### src/rtl/pipeline_hazard_ctrl_pkg.sv
// rtl/pipeline_hazard_ctrl_pkg.sv - shared types and constants for the pipeline hazard controller
package pipeline_hazard_ctrl_pkg;

    typedef enum logic [1:0] {
        FILL  = 2'd0,
        RUN   = 2'd1,
        STALL = 2'd2,
        WAIT  = 2'd3
    } hz_state_t;

    localparam logic [4:0] REG_ZERO  = 5'd0;
    localparam logic [1:0] FILL_LAST = 2'd3;

endpackage

### src/rtl/pipeline_hazard_ctrl_hazard_cmp.sv
// rtl/pipeline_hazard_ctrl_hazard_cmp.sv - RAW compare of the ID sources against one writer stage
module hazard_cmp
    import pipeline_hazard_ctrl_pkg::*;
(
    input  logic [4:0] id_rs,
    input  logic [4:0] id_rt,
    input  logic       id_uses_rt,
    input  logic       wr_en,
    input  logic [4:0] dest,
    output logic       hit
);

    // Register 0 is hardwired, so a write to it can never feed a reader.
    assign hit = wr_en && (dest != REG_ZERO) &&
                 ((dest == id_rs) || (id_uses_rt && (dest == id_rt)));

endmodule

### src/rtl/pipeline_hazard_ctrl.sv
// rtl/pipeline_hazard_ctrl.sv - stage-enable sequencer for the five-stage core; HAZARD_STATS_EN adds counters
module pipeline_hazard_ctrl
    import pipeline_hazard_ctrl_pkg::*;
#(
    parameter int CNT_W = 16
) (
    input  logic             clk,
    input  logic             rst,
    input  logic [4:0]       id_rs,
    input  logic [4:0]       id_rt,
    input  logic             id_uses_rt,
    input  logic             id_jump,
    input  logic             ex_reg_wr,
    input  logic [4:0]       ex_dest,
    input  logic             mem_reg_wr,
    input  logic [4:0]       mem_dest,
    input  logic             mem_busy,
`ifdef HAZARD_STATS_EN
    output logic [CNT_W-1:0] stall_cycles,
    output logic [CNT_W-1:0] wait_cycles,
    output logic [CNT_W-1:0] flush_count,
`endif
    output logic             pc_enable,
    output logic             if_id_enable,
    output logic             id_ex_enable,
    output logic             ex_mem_enable,
    output logic             mem_wb_enable,
    output logic             if_id_flush,
    output logic             id_ex_bubble,
    output logic             pc_jump_sel
);

    hz_state_t  state_q, state_d;
    logic [1:0] fill_cnt_q, fill_cnt_d;
    logic       ex_hit, mem_hit, hz;
    logic       take_wait, take_stall, take_jump;

    hazard_cmp u_cmp_ex (
        .id_rs      (id_rs),
        .id_rt      (id_rt),
        .id_uses_rt (id_uses_rt),
        .wr_en      (ex_reg_wr),
        .dest       (ex_dest),
        .hit        (ex_hit)
    );

    hazard_cmp u_cmp_mem (
        .id_rs      (id_rs),
        .id_rt      (id_rt),
        .id_uses_rt (id_uses_rt),
        .wr_en      (mem_reg_wr),
        .dest       (mem_dest),
        .hit        (mem_hit)
    );

    // WB writers are deliberately absent: the register bank writes before it reads.
    assign hz = ex_hit || mem_hit;

    always_ff @(posedge clk or posedge rst) begin
        if (rst) begin
            state_q    <= FILL;
            fill_cnt_q <= 2'd0;
        end else begin
            state_q    <= state_d;
            fill_cnt_q <= fill_cnt_d;
        end
    end

    always_comb begin
        state_d       = state_q;
        fill_cnt_d    = fill_cnt_q;
        pc_enable     = 1'b0;
        if_id_enable  = 1'b0;
        id_ex_enable  = 1'b0;
        ex_mem_enable = 1'b0;
        mem_wb_enable = 1'b0;
        if_id_flush   = 1'b0;
        id_ex_bubble  = 1'b0;
        pc_jump_sel   = 1'b0;
        take_wait     = 1'b0;
        take_stall    = 1'b0;
        take_jump     = 1'b0;

        if (state_q == FILL) begin
            pc_enable     = 1'b1;
            if_id_enable  = 1'b1;
            id_ex_enable  = (fill_cnt_q >= 2'd1);
            ex_mem_enable = (fill_cnt_q >= 2'd2);
            mem_wb_enable = (fill_cnt_q >= 2'd3);
            fill_cnt_d    = fill_cnt_q + 2'd1;
            if (fill_cnt_q == FILL_LAST) begin
                state_d = RUN;
            end
        end else if (mem_busy) begin
            take_wait = 1'b1;
            state_d   = WAIT;
        end else if (hz) begin
            take_stall    = 1'b1;
            id_ex_enable  = 1'b1;
            id_ex_bubble  = 1'b1;
            ex_mem_enable = 1'b1;
            mem_wb_enable = 1'b1;
            state_d       = STALL;
        end else begin
            take_jump     = id_jump;
            pc_enable     = 1'b1;
            if_id_enable  = 1'b1;
            id_ex_enable  = 1'b1;
            ex_mem_enable = 1'b1;
            mem_wb_enable = 1'b1;
            pc_jump_sel   = id_jump;
            if_id_flush   = id_jump;
            state_d       = RUN;
        end

        // Hold the whole pipeline quiet while reset is asserted.
        if (rst) begin
            pc_enable     = 1'b0;
            if_id_enable  = 1'b0;
            id_ex_enable  = 1'b0;
            ex_mem_enable = 1'b0;
            mem_wb_enable = 1'b0;
            if_id_flush   = 1'b0;
            id_ex_bubble  = 1'b0;
            pc_jump_sel   = 1'b0;
            take_wait     = 1'b0;
            take_stall    = 1'b0;
            take_jump     = 1'b0;
        end
    end

`ifdef HAZARD_STATS_EN
    localparam logic [CNT_W-1:0] CNT_ONE = {{(CNT_W-1){1'b0}}, 1'b1};

    always_ff @(posedge clk or posedge rst) begin
        if (rst) begin
            stall_cycles <= '0;
            wait_cycles  <= '0;
            flush_count  <= '0;
        end else begin
            if (take_stall && (stall_cycles != '1)) stall_cycles <= stall_cycles + CNT_ONE;
            if (take_wait  && (wait_cycles  != '1)) wait_cycles  <= wait_cycles  + CNT_ONE;
            if (take_jump  && (flush_count  != '1)) flush_count  <= flush_count  + CNT_ONE;
        end
    end
`else
    logic unused_flags;
    assign unused_flags = take_wait ^ take_stall ^ take_jump;
`endif

endmodule

### config.mk
export PLATFORM = sky130hd
export DESIGN_NAME = pipeline_hazard_ctrl
export DESIGN_NICKNAME = d
export VERILOG_FILES = /design/src/rtl/pipeline_hazard_ctrl_pkg.sv /design/src/rtl/pipeline_hazard_ctrl_hazard_cmp.sv /design/src/rtl/pipeline_hazard_ctrl.sv
export SDC_FILE = /design/constraint.sdc
export NUM_CORES = 1
export LEC_CHECK = 0
export ABC_AREA = 1
export ABC_CLOCK_PERIOD_IN_PS = 2900
export CORE_ASPECT_RATIO = 1.2
export CORE_MARGIN = 4
export CORE_UTILIZATION = 42
export CTS_BUF_LIST = sky130_fd_sc_hd__clkbuf_8 sky130_fd_sc_hd__clkbuf_16
export DETAILED_ROUTE_END_ITERATION = 10
export PLACE_DENSITY = 0.81
export SLEW_MARGIN = 30
export SYNTH_ARGS = -nofsm -noshare
export SYNTH_HDL_FRONTEND = slang
export SYNTH_SLANG_ARGS = --single-unit
### constraint.sdc
create_clock -name clk -period 2.9 [get_ports clk]
set_clock_uncertainty 0.2 [all_clocks]
set_input_delay 0.58 -clock clk [delete_from_list [all_inputs] [get_ports clk]]
set_output_delay 0.58 -clock clk [all_outputs]
set_load 0.005 [all_outputs]
After elaboration in Yosys (flattened, before gate mapping)
Cells that the tools add are included.
{ "op_classes": {"n_lt_le_gt_ge": 3, "n_mul": 0, "n_mux": 23, "addsub": 1, "n_reduce_logical": 12, "div_mod_pow": 0, "shifts": 0, "n_eq_ne": 6, "bitwise_logic": 0} }
{ "op_table": {"columns": ["cell", "n"], "rows": [
  ["$eq A5 B5 Y1", 4],
  ["$mux W1", 19],
  ["$reduce_bool A5 Y1", 2],
  ["$mux W2", 4],
  ["$logic_and A1 B1 Y1", 6],
  ["$ge A2 B2 Y1 const B", 2],
  ["$logic_or A1 B1 Y1", 3],
  ["$add A2 B1 Y2 const B", 1],
  ["$eq A2 B2 Y1 const B", 1],
  ["$ge A2 B1 Y1 const B", 1],
  ["$logic_not A2 Y1", 1],
  ["$ne A2 B1 Y1 const B", 1]
]} }
{ "totals": {"out_inout_bits": 8, "ram_bits": 0, "in_bits": 27, "register_bits": 4, "rom_bits": 0, "latch_bits": 0, "wordCells": 47, "n_memories": 0} }

Logic depth before layout (Yosys ltp)
Gate-level depths: netlist of the first run.
{ "logic_depth": {"ltp_word": 9, "mapped_depth": 10, "ltp_nobuf": 10} }

Hierarchy
A second synthesis of the first run with hierarchy kept.
{ "unflattened": {"hier_cells": 143, "hier_area_um2": 748.2} }
{ "by_module_without_submodules": {"columns": ["mod", "cells_each", "n_inst", "area_per_inst_um2"], "rows": [
  ["hazard_cmp", 52, 2, 206.4],
  ["pipeline_hazard_ctrl", 39, 1, 335.3]
]} }

Least setup slack after synthesis of the first run
No wires, ideal clock.
{ "synth_timing": {"kind": "input port to output port", "startpoint": "input ex_dest[1]", "endpoint": "output pc_enable", "slack_ns": 0.718, "stages": 8, "arrival_time_ns": 1.402, "required_ns": 2.120, "cell_sequence": "inv_1 > nand4_1 > o21ai_0 > inv_1 > nand2_2 > nand3_2 > a21oi_1 > buf_4"} }
{ "synth_via": {"elab_chain_len": 9, "elab_cells_between_ends": 12} }
{ "synth_rtl": {"columns": ["element", "line_no", "text"], "rows": [
  ["from (decl)", "pipeline_hazard_ctrl.sv:14", "input logic [4:0] ex_dest,"],
  ["$eq A5 B5 Y1", "pipeline_hazard_ctrl_hazard_cmp.sv:15", "((dest == id_rs) || (id_uses_rt && (dest == id_rt)));"],
  ["$logic_and A1 B1 Y1", "pipeline_hazard_ctrl_hazard_cmp.sv:15", null],
  ["$logic_or A1 B1 Y1", "pipeline_hazard_ctrl_hazard_cmp.sv:15", null],
  ["$logic_and A1 B1 Y1 (*)", "pipeline_hazard_ctrl_hazard_cmp.sv:14", "assign hit = wr_en && (dest != REG_ZERO) &&"],
  ["$logic_or A1 B1 Y1 (*)", "pipeline_hazard_ctrl.sv:57", "assign hz = ex_hit || mem_hit;"],
  ["$mux W1 (*) (4 in series)", null, null],
  ["to (decl)", "pipeline_hazard_ctrl.sv:23", "output logic pc_enable,"]
]} }
Every way passes the cells marked *; elsewhere a longest branch is shown, timed or not.

Worst setup path in the final report of the first run
{ "layout_timing": {"startpoint": "input ex_dest[1]", "endpoint": "output pc_enable"} }
{ "layout_via": {"elab_chain_len": 9, "elab_cells_between_ends": 12} }
{ "layout_rtl": {"columns": ["element", "line_no", "text"], "rows": [
  ["$eq A5 B5 Y1", "pipeline_hazard_ctrl_hazard_cmp.sv:15", null],
  ["$logic_and A1 B1 Y1", "pipeline_hazard_ctrl_hazard_cmp.sv:15", null],
  ["$logic_or A1 B1 Y1", "pipeline_hazard_ctrl_hazard_cmp.sv:15", null],
  ["$logic_and A1 B1 Y1 (*)", "pipeline_hazard_ctrl_hazard_cmp.sv:14", null],
  ["$logic_or A1 B1 Y1 (*)", "pipeline_hazard_ctrl.sv:57", null],
  ["$mux W1 (*)", "pipeline_hazard_ctrl.sv:97", "end else if (hz) begin"],
  ["$mux W1 (*)", "pipeline_hazard_ctrl.sv:94", "end else if (mem_busy) begin"],
  ["$mux W1 (*)", "pipeline_hazard_ctrl.sv:84", "if (state_q == FILL) begin"],
  ["$mux W1 (*)", "pipeline_hazard_ctrl.sv:117", "if (rst) begin"]
]} }
Marked as above.

==> out/metrics.yaml, run 1 <==
clocking:
  cts_max_level: 1
  clock_latency_ps: 220
  path_clk_slew_ps: 30
  clock_path_buffers: 2
  cts_buffers: 3
  cts_tree: "built"
  cts.sinks: 4
  cts_hold_buffers: 0
  ctsRootBufferMaster: "clkbuf_8"
timing:
  worst_pin_slew_ps: 480
  hold_viol_final: 0
  layout_worst_path_cycle_share: 0.972
  period_needed_ps: 2820
  setup-violations-final: 0
  finalMaxSlewViolations: 0
  slew_headroom: 0.679
  rsz0062_at_grt: "yes"
  fmax_mhz: 355
yosys:
  synth_cell_types: 18
  synth_top_area_cell: "nand2_1"
  yosys_register_bits: 4
  synth-compound-area-share: 0.0669
  synth-edff-count: 0
  synth_top_family_by_area: "simple AND/OR/NAND/NOR gates"
  synth.top_cell.area_share: 0.301
  synth-xor-area-share: 0.0390
  synth.area.mux_share: 0
  synth-seq-area-share: 0.149
  syn_area_per_cell_sq_um: 5.06
  ys.flop_type: "dfrtp_1"
  syn-instance-count: 133
  synthesis.nets: 163
  synthAdderAreaFrac: 0.0558
  synthArstFlopShare: 1.00
  ys_warn_count: 0
  yosys-top-cells-area: "nand2_1 (30%), dfrtp_1 (15%), inv_1 (13%)"
  synthSimpleGateAreaFrac: 0.511
  netlist_area_sq_um: 673
layout:
  layout_commonest_cell: "nand2_1"
  layout.nets: 202
  drive_gt1_frac: 0.118
  design_area_sq_um: 1070
  fin_cells: 187
  fillCellCount: 147
  final_cell_mix: "nand2_1 (54), inv_1 (22), clkdlybuf4s50_1 (22)"
  num_antenna_cells: 0
  synthToLayoutAreaGrowth_pct: 59.5
run:
  maxCapViolCount: 0
floorplanning:
  rows: 15
  dieArea_sq_um: 2310
  io-pin-count: 35
  core_area_sq_um: 1480
  die_y_microns: 51.9
  die_x_microns: 44.5
  start_util: 0.454
power_and_ir_drop:
  power_density_nw_per_um2: 331
  leakage_nw: 0.635
  vdd_drop_max_v: 0.000178
  clkPwrFrac: 0.341
  p_int_mw: 0.235
  p_sw_mw: 0.120
  switching_share: 0.339
  pwr-share-seq: 0.240
  comb_power_share: 0.419
placed_design:
  gp_congestion: 0.914
  port_buffers: 34
  dp.cells: 184
  placed_area_sq_um: 1030
  dp_hpwl_microns: 1710
worst_setup_path:
  cp.required_ps: 2120
  cp_max_fo: 3
  worst_setup_path_start_kind: "input port"
  worst_ep_arrival_time_ps: 2040
  crit_type: "input port to output pin"
  end_kind: "output pin"
grt:
  grt_max_degree: 8
  gr-total-overflow: 0
  grt_pass1_wl_microns: 3150
  grt_pass1_vias: 868
  grtUsageTotal: 0.181
  antenna_found_initial: 0
detailed_routing:
  drc: 0
  dr.pass1.iters: 4
  wire_per_inst_microns: 10.6
  avgViaCountPerCell: 4.85
  initialDrtViolationCount: 11
  drtAntennaViolNets: 0
  vias: 907
  routed_wirelength_microns: 1970
status:
  outcome: "completed"
min_path:
  hold_path.class: "register to register"
## timing repair
action                                  4_1_cts  5_1_grt
pin swaps                                     0        3
endpoints found under the setup margin        5        6
buffers inserted                              0        0
resized for setup                            15        7
## sequential cells by signal, summed over array words and instances, names as in the netlist
register    count
state_q         2
fill_cnt_q      2
## per-stage QoR
stage / power [mW] / setup slack, ps / TNS (ps) / utilization / hold WS, ps
floorplan: 0.162 / 718 / 0 / - / 160
global placement: 0.234 / -209 / -909 / 0.698 / 295
detailed placement: 0.237 / -262 / -1140 / 0.698 / 294
CTS: 0.354 / 61.3 / 0 / 0.720 / 299
global route: 0.375 / -36.7 / -75.9 / 0.724 / 330
finish: 0.355 / 82.1 / 0 / 0.724 / 294
## worst max-delay path: stages
cell	delay (ps)
clkdlybuf4s50_1	520
inv_2	60
nand2_1	50
nand2_1	50
nor2_1	120
nand3_1	80
nand2_1	80
nand2_2	70
nand3_4	100
a21oi_2	60
dlygate4sd2_1	270
## layout make-up
cell class,instances,area [sq um],area share
flip-flops and latches,4,100,0.0932
clock buffers,3,41.3,0.0385
inverters,28,105,0.0979
well taps,17,21.3,0.0198
multi-input cells,99,469,0.437
repair buffers,36,337,0.314
## power groups by stage
stage,clock (mW),combinational (mW),sequential [mW]
3_5_place_dp,0,0.150,0.0864
2_1_floorplan,0,0.0793,0.0830
3_3_place_gp,0,0.148,0.0861
4_1_cts,0.120,0.148,0.0857
5_1_grt,0.121,0.166,0.0878
6_report,0.121,0.149,0.0851
## logic make-up (layout without fill, tap and decap cells)
logic type | after synthesis | count (layout)
compound gates | 9 | 9
simple gates | 84 | 84
buf+inv | 30 | 67
fa+ha+maj | 3 | 3
flops | 4 | 4
xor+xnor | 3 | 3
## Yosys cell counts, types with 2 or more instances
cell type and n:
ha_1 3, xnor2_1 2, nand2_1 54, nand4_1 2, o21ai_0 4, nand2_2 3, dfrtp_1 4, nor2_1 17
inv_2 5, nand3_1 5, buf_4 2, inv_1 23, a21oi_1 4
## metal layers
metal / global-route usage / wire length (microns) / share of wire
met1: 0.149 / 689 / 0.35
met2: 0.388 / 1130 / 0.57
met4: 0.0905 / 42 / 0.021
met3: 0.0208 / 106 / 0.054
met5: 0 / 0 / 0
## worst paths after layout
path,startpoint,end,slack [ps],depth (start not counted)
hold / removal,fill_cnt_q[0],fill_cnt_q[0],290,1
setup reg to reg,state_q[1],state_q[0],1310,4
setup / recovery,ex_dest[1],pc_enable,80,11
hold reg to reg,fill_cnt_q[0],fill_cnt_q[0],290,1
min in group asynchronous,rst,fill_cnt_q[0],560,3
max in group asynchronous,rst,state_q[0],1840,3
(Power assumes the default switching activity.)
==> inputs of run 2 (changes only) <==
CORE_MARGIN = default   (was 4)
CTS_BUF_LIST = sky130_fd_sc_hd__clkbuf_16   (was sky130_fd_sc_hd__clkbuf_8 sky130_fd_sc_hd__clkbuf_16)
==> run 2 against run 1 <==
Effect of this change:
- total power increased by 31%
- wire length increased by 3.9%
- via count decreased by 1.5%
- count of clock-buffer cells in the layout unchanged
- hold slack improved by 54 ps
- flip-flop and latch count unchanged
- sequential power increased by 2%
- clock power increased by 80%
- cell count increased by 1.1%
- non-clock buffer count increased by 2
- first-iteration DRC count unchanged
- fmax increased by 0.92%
- critical endpoint is now id_ex_enable
==> out/metrics.yaml, run 2 (same netlist as run 1, synthesis figures left out) <==
grt:
  gr-total-overflow: 0
  grt_max_degree: 8
  antenna_found_initial: 0
  grt_pass1_wl_microns: 3230
  grt_pass1_vias: 872
  grtUsageTotal: 0.258
clocking:
  cts.sinks: 4
  clock_path_buffers: 2
  cts_buffers: 3
  cts_tree: "built"
  cts_max_level: 1
  cts_hold_buffers: 0
  ctsRootBufferMaster: "clkbuf_16"
  path_clk_slew_ps: 30
  clock_latency_ps: 230
timing:
  rsz0062_at_grt: "no"
  final.setup.tns_ps: 0
  fmax_mhz: 358
  period_needed_ps: 2790
  hold_viol_final: 0
  worst_pin_slew_ps: 347
  layout_worst_path_cycle_share: 0.963
  setup-violations-final: 0
  slew_headroom: 0.766
  finalMaxSlewViolations: 0
  setup_slack_ps: 108
detailed_routing:
  drtAntennaViolNets: 0
  dr.pass1.iters: 4
  drc: 0
  wire_per_inst_microns: 10.8
  avgViaCountPerCell: 4.72
  vias: 893
  routed_wirelength_microns: 2050
  initialDrtViolationCount: 11
floorplanning:
  core_area_sq_um: 1460
  io-pin-count: 35
  die_y_microns: 45.9
  rows: 15
  dieArea_sq_um: 1770
  die_x_microns: 38.5
  start_util: 0.460
layout:
  design_area_sq_um: 1140
  layout_commonest_cell: "nand2_1"
  layout.nets: 204
  largestRegisters: "fill_cnt_q: 2 flops, state_q: 2 flops"
  final_cell_mix: "nand2_1 (54), inv_1 (23), clkdlybuf4s50_1 (19)"
  num_antenna_cells: 0
  fillCellCount: 121
  synthToLayoutAreaGrowth_pct: 69.5
  drive_gt1_frac: 0.157
  fin_cells: 189
power_and_ir_drop:
  p_sw_mw: 0.140
  p_int_mw: 0.326
  comb_power_share: 0.344
  pwr-share-seq: 0.187
  power_mw: 0.466
  power_density_nw_per_um2: 408
  vdd_drop_max_v: 0.000185
  switching_share: 0.300
  clkPwrFrac: 0.469
  leakage_nw: 0.703
worst_setup_path:
  reg2reg_depth: 5
  crit_type: "input port to output pin"
  end_kind: "output pin"
  cp.required_ps: 2120
  slowest_delay_ps: 520
  r2r-end: "state_q[0]"
  path_cells: "clkdlybuf4s50_1 > inv_1 > o21ai_0 > a21oi_1 > clkdlybuf4s50_1"
  ff2ff_setup_slack_ps: 1640
  crit_top_cell: "clkdlybuf4s50_1"
  worst_ep_arrival_time_ps: 2010
  cp_slowest_cell: "clkdlybuf4s50_1"
  worstReg2RegStart: "state_q[1]"
  startpoint: "rst"
  path_buf_inv: 3
  crit_cells: 5
  cpLargestDelayFamily: "buffers and inverters"
  cp_max_fo: 3
  worst_setup_path_start_kind: "input port"
  endpoint: "id_ex_enable"
placed_design:
  dp.cells: 186
  placed_area_sq_um: 1050
  port_buffers: 34
  gp_congestion: 0.829
  dp_slack_ps: -215
  dp_hpwl_microns: 1660
run:
  maxCapViolCount: 0
status:
  outcome: "completed"
min_path:
  hold_path_startpoint: "fill_cnt_q[0]"
  hold_path.class: "register to register"
-- run 2: changes by cell type in the layout (fill, tap and decap cells not counted), moves of 3 or more --
cell | previous run | this run
dlygate4sd2_1 | 11 | 4
dlymetal6s2s_1 | 0 | 6
clkbuf_16 | 0 | 3
o21ai_1 | 4 | 1
clkbuf_8 | 3 | 0
clkdlybuf4s50_1 | 22 | 19
-- run 2: repair_timing --
action                                  in CTS  in global routing
endpoints found under the setup margin       5                  5
pin swaps                                    0                  2
buffers inserted                             0                  0
cloned                                       0                  0
gates resized for setup                     13                 18
-- run 2: per-stage QoR --
stage	util	hold slack [ps]
after detailed placement	0.717	335
after global placement	0.717	295
after floorplan	-	160
final	0.779	348
after global routing	0.779	384
after CTS	0.767	359
-- run 2: worst min path at each step --
stage	slack (ps)	end	cells after the start
3_3_place_gp	290	fill_cnt_q[0]	1
3_5_place_dp	330	fill_cnt_q[0]	1
2_1_floorplan	160	fill_cnt_q[0]	1
4_1_cts	360	fill_cnt_q[0]	1
6_report	350	fill_cnt_q[0]	1
5_1_grt	380	fill_cnt_q[0]	1
-- run 2: final cells by class --
type                    instances  area (sq um)  share of cell area
flip-flops and latches          4           100              0.0877
repair buffers                 38           365               0.320
clock buffers                   3          75.1              0.0658
multi-input cells              99           474               0.416
well taps                      17          21.3              0.0186
inverters                      28           105              0.0921
-- run 2: layer usage --
metal,routed length (microns),up-vias,share of wire,GRT usage
met5,0,-,0,0
met4,14,0,0.0068,0.0966
met3,41,2,0.020,0.00980
met2,1230,20,0.60,0.550
met1,761,397,0.37,0.238
li1,-,474,-,-
-- run 2: power groups by stage --
stage                     logic [mW]  registers, mW  clock network [mW]
after floorplan               0.0793         0.0830                   0
after global placement         0.149         0.0861                   0
after detailed placement       0.154         0.0876                   0
after CTS                      0.161         0.0874               0.219
after global routing           0.180         0.0894               0.226
final                          0.160         0.0870               0.218
-- run 2: worst reg2reg max path: cells and delay by family, from the launching register on --
kind / cells / cell delay [ps]
buf+inv: 2 / 260
simple gates: 2 / 270
compound gates: 1 / 60
flops: 1 / 350
==> inputs of run 3 (changes only) <==
CORE_ASPECT_RATIO = default   (was 1.2)
CTS_CLUSTER_SIZE = 8   (was default)
==> run 3 against run 2 <==
Effect of this change:
- hold slack lost 76 ps
- non-clock buffer count is the same
- utilization down 1.0 points
- largest power group unchanged
- sequential share of layout area is 0.13 points lower
- first-iteration DRC count is 91% higher
- clock power rose by 3%
- wire length rose by 11%
- global-route usage increased by 0.85 points
- flip-flop and latch count unchanged
- via count rose by 5.0%
- fmax down 0.97%
- critical path type unchanged
- cell area grew 1.5%
==> out/metrics.yaml, run 3 (same netlist as run 1, synthesis figures left out) <==
status:
  outcome: "completed"
floorplanning:
  rows: 14
  die_y_microns: 42.0
  die_x_microns: 42.0
  start_util: 0.447
  dieArea_sq_um: 1770
  core_area_sq_um: 1510
  io-pin-count: 35
detailed_routing:
  wl_met3_microns: 103
  drtAntennaViolNets: 0
  dr.pass1.iters: 4
  drc: 0
  dr_wl_met2_microns: 1210
  initialDrtViolationCount: 21
  wire_per_inst_microns: 12.1
  dr.max_layer_used: "met4"
  avgViaCountPerCell: 4.99
  routed_wirelength_microns: 2280
  vias: 938
  m1WireLength_microns: 889
min_path:
  hold_path.class: "input port to async pin"
placed_design:
  gp_congestion: 0.864
  dp_slack_ps: -309
  dp_hpwl_microns: 1500
  port_buffers: 34
layout:
  fillCellCount: 127
  largestRegisters: "fill_cnt_q: 2 flops, state_q: 2 flops"
  drive_gt1_frac: 0.157
  layout.nets: 204
  synthToLayoutAreaGrowth_pct: 72.1
  final_cell_mix: "nand2_1 (54), inv_1 (17), dlygate4sd2_1 (17)"
  num_antenna_cells: 0
  layout_commonest_cell: "nand2_1"
timing:
  rsz0062_at_grt: "no"
  setup_slack_ps: 80.4
  fmax_mhz: 355
  setup-violations-final: 0
  hold_viol_final: 0
  worst_pin_slew_ps: 456
  period_needed_ps: 2820
  finalMaxSlewViolations: 0
  layout_worst_path_cycle_share: 0.972
  slew_headroom: 0.695
worst_setup_path:
  worst_ep_arrival_time_ps: 2040
  end_kind: "output pin"
  worst_setup_path_start_kind: "input port"
  crit_type: "input port to output pin"
  cp.required_ps: 2120
  cpLargestDelayFamily: "buffers and inverters"
  cp_max_fo: 4
  crit_top_cell: "nand2_1"
  path_buf_inv: 4
  cp_slowest_cell: "dlygate4sd2_1"
  slowest_delay_ps: 300
  path_cells: "dlygate4sd2_1 > inv_2 > nand2_1 > nand2_1 > nor2_2 > nand3_1 > nand2_1 > nand2_2 > buf_4 > nand2_2 > nand2_1 > nor2_2 > dlygate4sd2_1"
grt:
  grt_max_degree: 8
  grt_pass1_wl_microns: 3640
  antenna_found_initial: 0
  gr-total-overflow: 0
  grtUsageTotal: 0.266
  grt_pass1_vias: 890
power_and_ir_drop:
  vdd_drop_max_v: 0.000355
  power_density_nw_per_um2: 405
  power_mw: 0.470
  leakage_nw: 0.759
clocking:
  cts.sinks: 4
  ctsRootBufferMaster: "clkbuf_16"
  clock_latency_ps: 230
  cts_tree: "built"
  cts_buffers: 3
  cts_max_level: 1
  clock_path_buffers: 2
  path_clk_slew_ps: 40
run:
  maxCapViolCount: 0
run 3: metal layers:
metal | track usage | vias to the layer above
met5 | 0 | -
met4 | 0.106 | 0
met3 | 0.0216 | 8
met2 | 0.516 | 36
met1 | 0.294 | 423
li1 | - | 471
run 3: worst paths after layout:
kind,start,end,slack (ps),cells past startpoint
setup / recovery,ex_dest[0],id_ex_bubble,80,13
hold / removal,rst,fill_cnt_q[1],270,3
setup reg to reg,state_q[1],state_q[0],1360,4
hold reg to reg,fill_cnt_q[0],fill_cnt_q[0],380,1
max in group asynchronous,rst,state_q[0],2110,3
min in group clk,fill_cnt_q[0],fill_cnt_q[0],380,1
run 3: what timing repair did:
item	CTS	global route
hold buffers	0	0
buffers inserted	2	0
pin swaps	6	1
gates resized for setup	27	15
endpoints found under the setup margin	5	6
run 3: power by group:
group          internal (mW)  switching [mW]  leakage [nW]
Sequential            0.0715          0.0187        0.0456
Combinational         0.0726          0.0820         0.676
Clock                  0.177          0.0476        0.0370
run 3: metrics by stage:
stage	hold slack (ps)	setup TNS [ps]	cells	utilization	instance area, sq um
3_5_place_dp	320	-1210	183	0.686	1030
4_1_cts	350	-116	188	0.748	1130
2_1_floorplan	160	0	133	-	673
5_1_grt	288	0	188	0.769	1160
3_3_place_gp	306	-1030	183	0.686	1030
6_report	272	0	188	0.769	1160
run 3: cell type report:
| cell class | count | area (sq um) | share of cell area |
|---|---|---|---|
| flip-flops and latches | 4 | 100 | 0.0864 |
| inverters | 28 | 105 | 0.0907 |
| multi-input cells | 99 | 484 | 0.418 |
| repair buffers | 38 | 374 | 0.323 |
| well taps | 16 | 20.0 | 0.0173 |
| clock buffers | 3 | 75.1 | 0.0648 |
run 3: tightest hold or removal path: cells and delay by family:
kind	cells	cell delay (ps)
buffers and inverters	3	440
